$ cat config.mk
export PLATFORM = sky130hd
export DESIGN_NAME = ring_decoder_flat
export DESIGN_NICKNAME = d
export VERILOG_FILES = /design/src/rtl/ring_decoder_if.sv /design/src/rtl/ring_decoder.sv /design/src/flat_wrapper.sv
export SDC_FILE = /design/constraint.sdc
export NUM_CORES = 1
export LEC_CHECK = 0
export BUFFER_PORTS_ARGS = -buffer_cell sky130_fd_sc_hd__clkbuf_2
export CELL_PAD_IN_SITES_DETAIL_PLACEMENT = 1
export CELL_PAD_IN_SITES_GLOBAL_PLACEMENT = 1
export CORE_MARGIN = 2
export CORE_UTILIZATION = 44
export DETAILED_ROUTE_END_ITERATION = 8
export PLACE_DENSITY_LB_ADDON = 0.1
export RECOVER_POWER = 25
export SYNTH_ARGS = -nofsm -noshare
export SYNTH_HDL_FRONTEND = slang
export SYNTH_SLANG_ARGS = --single-unit
$ cat constraint.sdc
create_clock -name clk -period 7.7 [get_ports clk]
set_input_delay 0.385 -clock clk [delete_from_list [all_inputs] [get_ports clk]]
set_output_delay 0.385 -clock clk [all_outputs]
set_load 0.02 [all_outputs]
$ cat src/rtl/ring_decoder_if.sv
// Observation bus of the ring-counter decoder: the sampled code in, the decoded
// position, the lock/fault status and the event counters out.
interface ring_decoder_if;
  logic [3:0] count_in;
  logic [1:0] index;
  logic       valid;
  logic       locked;
  logic       seq_err;
  logic       stuck;
  logic [7:0] err_count;
  logic [7:0] rev_count;

  modport master (
    output count_in,
    input  index, valid, locked, seq_err, stuck, err_count, rev_count
  );

  modport slave (
    input  count_in,
    output index, valid, locked, seq_err, stuck, err_count, rev_count
  );
endinterface

$ cat src/rtl/ring_decoder.sv
// Watches a 4-bit one-hot ring counter: decodes its position, tracks lock on
// correct rotation, flags sequence errors while locked and detects a stuck ring.
module ring_decoder #(
  parameter int unsigned LOCK_N  = 4,
  parameter int unsigned STUCK_N = 3
) (
  input  logic           clk,
  input  logic           reset,
  ring_decoder_if.slave  bus
);

  localparam int unsigned SW = ($clog2(LOCK_N + 1) < 1) ? 1 : $clog2(LOCK_N + 1);
  localparam int unsigned ZW = ($clog2(STUCK_N + 1) < 1) ? 1 : $clog2(STUCK_N + 1);
  localparam int unsigned CW = 8;

  typedef enum logic [1:0] {
    ST_SEARCH = 2'd0,
    ST_LOCKED = 2'd1,
    ST_FAULT  = 2'd2
  } state_t;

  state_t          r_state;
  logic [3:0]      r_prev;
  logic [SW-1:0]   r_streak;
  logic [ZW-1:0]   r_zero_run;
  logic [1:0]      r_index;
  logic            r_valid;
  logic            r_locked;
  logic            r_seq_err;
  logic            r_stuck;
  logic [CW-1:0]   r_err_count;
  logic [CW-1:0]   r_rev_count;

  state_t          w_state_nxt;
  logic [SW-1:0]   w_streak_nxt;
  logic [ZW-1:0]   w_zero_run_nxt;
  logic [1:0]      w_index_nxt;
  logic            w_valid_nxt;
  logic            w_locked_nxt;
  logic            w_seq_err_nxt;
  logic            w_stuck_nxt;
  logic [CW-1:0]   w_err_count_nxt;
  logic [CW-1:0]   w_rev_count_nxt;

  logic [3:0]      w_sample;
  logic            w_onehot;
  logic [1:0]      w_enc;
  logic            w_zero;
  logic            w_adv;
  logic            w_fault_hit;
  logic [SW-1:0]   w_streak_inc;

  // Sample decode: one-hot position and whether it is the expected rotation.
  always_comb begin
    w_sample = bus.count_in;
    w_onehot = 1'b1;
    w_enc    = 2'd0;
    case (w_sample)
      4'b0001: w_enc = 2'd0;
      4'b0010: w_enc = 2'd1;
      4'b0100: w_enc = 2'd2;
      4'b1000: w_enc = 2'd3;
      default: w_onehot = 1'b0;
    endcase
    w_zero       = (w_sample == 4'b0000);
    w_adv        = $onehot(r_prev) && (w_sample == {r_prev[2:0], r_prev[3]});
    w_streak_inc = r_streak + SW'(1);
  end

  // Zero-run tracking saturates at STUCK_N so a long dead ring cannot wrap it.
  always_comb begin
    w_zero_run_nxt = '0;
    if (w_zero) begin
      if (r_zero_run == ZW'(STUCK_N)) begin
        w_zero_run_nxt = r_zero_run;
      end else begin
        w_zero_run_nxt = r_zero_run + ZW'(1);
      end
    end
    w_fault_hit = w_zero && (w_zero_run_nxt == ZW'(STUCK_N));
  end

  // Next-state and registered-output logic.
  always_comb begin
    w_state_nxt     = r_state;
    w_streak_nxt    = r_streak;
    w_seq_err_nxt   = 1'b0;
    w_err_count_nxt = r_err_count;
    w_rev_count_nxt = r_rev_count;
    w_index_nxt     = w_onehot ? w_enc : r_index;
    w_valid_nxt     = w_onehot;

    case (r_state)
      ST_SEARCH: begin
        if (w_fault_hit) begin
          w_state_nxt  = ST_FAULT;
          w_streak_nxt = '0;
        end else if (w_adv) begin
          w_streak_nxt = w_streak_inc;
          if (w_streak_inc == SW'(LOCK_N)) begin
            w_state_nxt = ST_LOCKED;
          end
        end else begin
          w_streak_nxt = '0;
        end
      end

      ST_LOCKED: begin
        if (!w_adv) begin
          w_seq_err_nxt = 1'b1;
          w_streak_nxt  = '0;
          w_state_nxt   = w_fault_hit ? ST_FAULT : ST_SEARCH;
          if (r_err_count != {CW{1'b1}}) begin
            w_err_count_nxt = r_err_count + CW'(1);
          end
        end else if (w_sample == 4'b0001) begin
          w_rev_count_nxt = r_rev_count + CW'(1);
        end
      end

      ST_FAULT: begin
        w_streak_nxt = '0;
        if (w_onehot) begin
          w_state_nxt = ST_SEARCH;
        end
      end

      default: begin
        w_state_nxt  = ST_SEARCH;
        w_streak_nxt = '0;
      end
    endcase

    w_locked_nxt = (w_state_nxt == ST_LOCKED);
    w_stuck_nxt  = (w_state_nxt == ST_FAULT);
  end

  always_ff @(posedge clk) begin
    if (reset) begin
      r_state     <= ST_SEARCH;
      r_prev      <= 4'b0000;
      r_streak    <= '0;
      r_zero_run  <= '0;
      r_index     <= 2'd0;
      r_valid     <= 1'b0;
      r_locked    <= 1'b0;
      r_seq_err   <= 1'b0;
      r_stuck     <= 1'b0;
      r_err_count <= '0;
      r_rev_count <= '0;
    end else begin
      r_state     <= w_state_nxt;
      r_prev      <= w_sample;
      r_streak    <= w_streak_nxt;
      r_zero_run  <= w_zero_run_nxt;
      r_index     <= w_index_nxt;
      r_valid     <= w_valid_nxt;
      r_locked    <= w_locked_nxt;
      r_seq_err   <= w_seq_err_nxt;
      r_stuck     <= w_stuck_nxt;
      r_err_count <= w_err_count_nxt;
      r_rev_count <= w_rev_count_nxt;
    end
  end

  assign bus.index     = r_index;
  assign bus.valid     = r_valid;
  assign bus.locked    = r_locked;
  assign bus.seq_err   = r_seq_err;
  assign bus.stuck     = r_stuck;
  assign bus.err_count = r_err_count;
  assign bus.rev_count = r_rev_count;

endmodule

$ cat src/flat_wrapper.sv
// flat-port wrapper written by rule: the top's interface ports become plain ports
module ring_decoder_flat 
#(
  parameter int unsigned LOCK_N  = 4,
  parameter int unsigned STUCK_N = 3
)
  (clk, reset, bus_count_in, bus_index, bus_valid, bus_locked, bus_seq_err, bus_stuck, bus_err_count, bus_rev_count);
  ring_decoder_if bus_i ();
  input  logic clk;
  input  logic reset;
  input wire logic [$bits(bus_i.count_in)-1:0] bus_count_in;
  output wire logic [$bits(bus_i.index)-1:0] bus_index;
  output wire logic [$bits(bus_i.valid)-1:0] bus_valid;
  output wire logic [$bits(bus_i.locked)-1:0] bus_locked;
  output wire logic [$bits(bus_i.seq_err)-1:0] bus_seq_err;
  output wire logic [$bits(bus_i.stuck)-1:0] bus_stuck;
  output wire logic [$bits(bus_i.err_count)-1:0] bus_err_count;
  output wire logic [$bits(bus_i.rev_count)-1:0] bus_rev_count;
  assign bus_i.count_in = bus_count_in;
  assign bus_index = bus_i.index;
  assign bus_valid = bus_i.valid;
  assign bus_locked = bus_i.locked;
  assign bus_seq_err = bus_i.seq_err;
  assign bus_stuck = bus_i.stuck;
  assign bus_err_count = bus_i.err_count;
  assign bus_rev_count = bus_i.rev_count;
  ring_decoder #(.LOCK_N(LOCK_N), .STUCK_N(STUCK_N)) u_core (.clk(clk), .reset(reset), .bus(bus_i));
endmodule
==> impl_summary.md <==
Clock network
The largest buffer count on any clock path is 2. The CTS tree is done. The clock sink count is 33. The number of H-tree branching levels is 2. The clock latency reported for the late side of the worst-skew pair is 0.28 ns. The post-CTS repair timing setup buffer count is 0.

The CTS root buffer is sky130_fd_sc_hd__clkbuf_8. The number of clock buffers inserted by TritonCTS is 5. After clock tree synthesis, the repair step resized 0 gates. The clock edge transition at the registers on the reported setup and hold paths is 0.06 ns. The number of buffers added to fix hold violations after cts is 0.

Placed design
The congestion estimate from routability-driven global placement came to 0.705. The final HPWL from detailed placement is 2570 um. In this run the tool buffered the top-level ports with 27 buffer cells. Timing analysis after detailed placement gives a worst setup slack of 4.89 ns. The total placed instance area is 1740 sq um.

Floorplanning
The count of pins on the block boundary is 28. The effective utilization at floorplan is 45.0%. The region available for standard cell placement spans 3610 sq um. The die covers 4190 sq um. From bottom edge to top edge, the die measures 64.7 um.

The initialized floorplan defines 22 standard-cell rows. The die is 64.7 um wide.

Power
Per report_power, the sequential group accounts for 53.5% of the total. The design draws 328 uW. In this run the static leakage power is 0.707 nW. The maximum resistive drop on vdd is 0.103 mV. The net switching power of the design is 74.5 uW. Cell internal power was estimated by the tool at 254 uW. For this design the ratio of total power to cell area is 180 nW/um^2. In this run switching power makes up 22.7% of total power. The clock network accounts for 38.8% of the total power. The share of total power dissipated in combinational logic is 7.7%.

Setup path
The critical path goes through ha_1 -> ha_1 -> fa_1 -> nor2_1 -> nand3_2 -> or3_1 -> or4_1 -> a21oi_1. The biggest cell delay along the critical path is 0.51 ns. The type of element capturing the critical path is a flip-flop. The cell that appears most often on the critical path is sky130_fd_sc_hd__ha_1.

For the worst setup path, the data required time is 7.89 ns. The biggest fanout along the worst timing path is 8. By startpoint and endpoint, the worst setup path is classified as flip-flop to flip-flop. The master of the slowest instance on the critical path is sky130_fd_sc_hd__or3_1.

Data on the critical path arrives at its endpoint at 3.01 ns. STA classifies the critical path startpoint as a flip-flop.

Cells and area
After routing the design area is 1820 sq um. The library cell used most frequently in the layout, excluding fill and tap cells, is sky130_fd_sc_hd__dfxtp_1. The ratio of cells with drive above 1 in the final layout is 17.0%. For this run, the share of the core covered by cells in the final layout is 50.5%. The area growth from synthesis to final layout is 12.2%.

After the last flow step, the layout net total stands at 220. In the layout the commonest cells are 33 x sky130_fd_sc_hd__dfxtp_1, 21 x sky130_fd_sc_hd__nor2_1, 21 x sky130_fd_sc_hd__clkbuf_2, 16 x sky130_fd_sc_hd__a21oi_1, 12 x sky130_fd_sc_hd__o21ai_0. The number of diodes is 0.

Logic synthesis
The cell count after synthesis is 183. In this run, synthesis produced a sequential element count of 33. The net count after synthesis is 197.

During synthesis, Yosys emitted a total of 0 warnings. The synthesized netlist occupies a cell area of 1620 sq um. The register area share after synthesis is 40.7%. The netlist uses 36 different library cells.

Counting flops with a built-in enable in the synthesized netlist gives 0. After synthesis, the share of flip-flops with an asynchronous set or reset is 0%. Among all flip-flop cells after synthesis, the most frequent one is sky130_fd_sc_hd__dfxtp_1. In this run the mean area of a mapped cell was 8.86 sq um.

GRT
Across every metal layer, demand over resource in global routing totals 18.3%. The met3 capacity usage during global routing is 4.17%. The via count of the first global-routing pass is 1360.

The maximum number of pins on one net before global-route repair is 29. The initial antenna violation count is 0. The met1 usage in global routing is 21.4%. After global routing, the most crowded layer is met2. The total congestion overflow is 0. The first global-routing pass estimated 5950 um of wire.

For this run, global-route usage on met2 was measured as 32.6%.

Timing
After layout, the worst setup slack is 4.88 ns. Setup repair after global routing left no endpoint under its margin. Clock skew on the completed layout was measured at 0.00524 ns.

The total count of hold-check failures in the final report is 0. Setup violations remaining at the end of the flow were counted as 0. For this run, the top clock speed supported by timing is 355 MHz.

For the pin with the worst max-slew slack, the measured transition is 1.27 ns. Headroom to the max-slew limit came out at 15.6%. After layout, the worst path uses 36.6% of the clock period. The setup TNS is 0 ns. The count of final max-slew check failures came to 0. The shortest clock period the worst path allows after layout is 2.82 ns.

Worst hold path
The min-delay analysis places its worst path in the category primary input to flip-flop.

Routing
The count of nets left with antenna violations after detail routing is 0. The residual DRC count is 0. The detail-routed net length per standard cell is 13.6 um. The routed layout has 1358 vias.

In the routed layout, each cell is associated on average with a via count of 5.35. For this block, the initial DRC count from the detailed router was 51. The pre-antenna-repair detailed-routing pass consisted of 4 iterations. The total detailed-routing wirelength is 3470 um.

Flow run
Across the run, the number of max-cap violations was 0.

Outcome
The run finished with clean final reports.
## final cells by class
cell class,count,area (sq um)
well taps,48,60.1
flip-flops and latches,33,661
fillers,441,1790
multi-input cells,135,870
clock buffers,7,86.3
repair buffers,27,128
inverters,4,15.0
## registers in the layout, summed over array words and instances, names as in the netlist
signal                count
u_core.r_streak           3
u_core.bus.err_count      8
u_core.bus.locked         1
u_core.bus.stuck          1
u_core.bus.index          2
u_core.r_state            2
u_core.bus.seq_err        1
u_core.bus.valid          1
u_core.r_zero_run         2
u_core.r_prev             4
u_core.bus.rev_count      8
## synthesized netlist by cell type, types with 3 or more instances
library cell	number	area share, %
sky130_fd_sc_hd__nand4_1	3	1.2
sky130_fd_sc_hd__nor3_1	6	1.9
sky130_fd_sc_hd__ha_1	7	5.4
sky130_fd_sc_hd__o31ai_1	4	1.9
sky130_fd_sc_hd__a21oi_1	16	4.9
sky130_fd_sc_hd__nand3_1	7	2.2
sky130_fd_sc_hd__inv_1	4	0.93
sky130_fd_sc_hd__or3_1	6	2.3
sky130_fd_sc_hd__o21ai_0	12	3.7
sky130_fd_sc_hd__nor2_1	21	4.9
sky130_fd_sc_hd__clkbuf_1	4	0.93
sky130_fd_sc_hd__nor4_1	3	1.2
sky130_fd_sc_hd__xor2_1	3	1.6
sky130_fd_sc_hd__xnor2_2	3	3.0
sky130_fd_sc_hd__dfxtp_1	33	41
sky130_fd_sc_hd__nand2_1	9	2.1
sky130_fd_sc_hd__nor3b_1	3	1.4
sky130_fd_sc_hd__xnor2_1	4	2.2
sky130_fd_sc_hd__nor2b_1	5	1.9
sky130_fd_sc_hd__or4_1	4	1.9
sky130_fd_sc_hd__buf_6	4	2.8
## logic make-up (layout without fill, tap and decap cells)
group | after synthesis | after routing | synth area share [%]
AO/OA/AOI/OAI | 39 | 39 | 13.9
multiplexers | 2 | 2 | 1.23
flip-flops | 33 | 33 | 40.7
XOR/XNOR | 10 | 10 | 6.79
buffers and inverters | 15 | 38 | 5.63
AND/OR/NAND/NOR | 76 | 76 | 25.1
adder cells (fa/ha/maj) | 8 | 8 | 6.64
## metal layers
metal  share of wire [%]  vias up
met5                   0        -
met4                 1.2        0
met3                 3.9        7
met2                  51       22
met1                  44      641
li1                    -      688
## final timing paths
| check | slack (ns) | endpoint | start | cells after the start |
|---|---|---|---|---|
| setup / recovery | 4.88 | u_core.bus.rev_count[5] | u_core.r_prev[0] | 8 |
| setup reg to reg | 4.88 | u_core.bus.rev_count[5] | u_core.r_prev[0] | 8 |
| hold / removal | 0.48 | u_core.r_prev[2] | bus_count_in[2] | 2 |
| hold reg to reg | 0.48 | u_core.r_zero_run[1] | u_core.r_zero_run[0] | 2 |
## stage by stage
step                hold WS [ns]  cells
floorplan                  0.449    183
global placement           0.458    247
detailed placement         0.478    247
CTS                        0.479    254
global route               0.483    254
finish                     0.479    254
## power by group through the flow
| stage | clock network [mW] | logic, mW | registers [mW] |
|---|---|---|---|
| 2_1_floorplan | 0 | 0.0194 | 0.180 |
| 3_3_place_gp | 0 | 0.0244 | 0.179 |
| 3_5_place_dp | 0 | 0.0257 | 0.179 |
| 4_1_cts | 0.132 | 0.0258 | 0.175 |
| 5_1_grt | 0.140 | 0.0287 | 0.176 |
| 6_report | 0.127 | 0.0252 | 0.175 |
## worst max-delay path: cells and delay by family (launching register included)
kind	cells	cell delay, ns
fa+ha+maj	3	0.95
compound gates	1	0.14
simple gates	4	1.30
flops	1	0.34
Note: power is estimated with default switching activity, not from simulation.
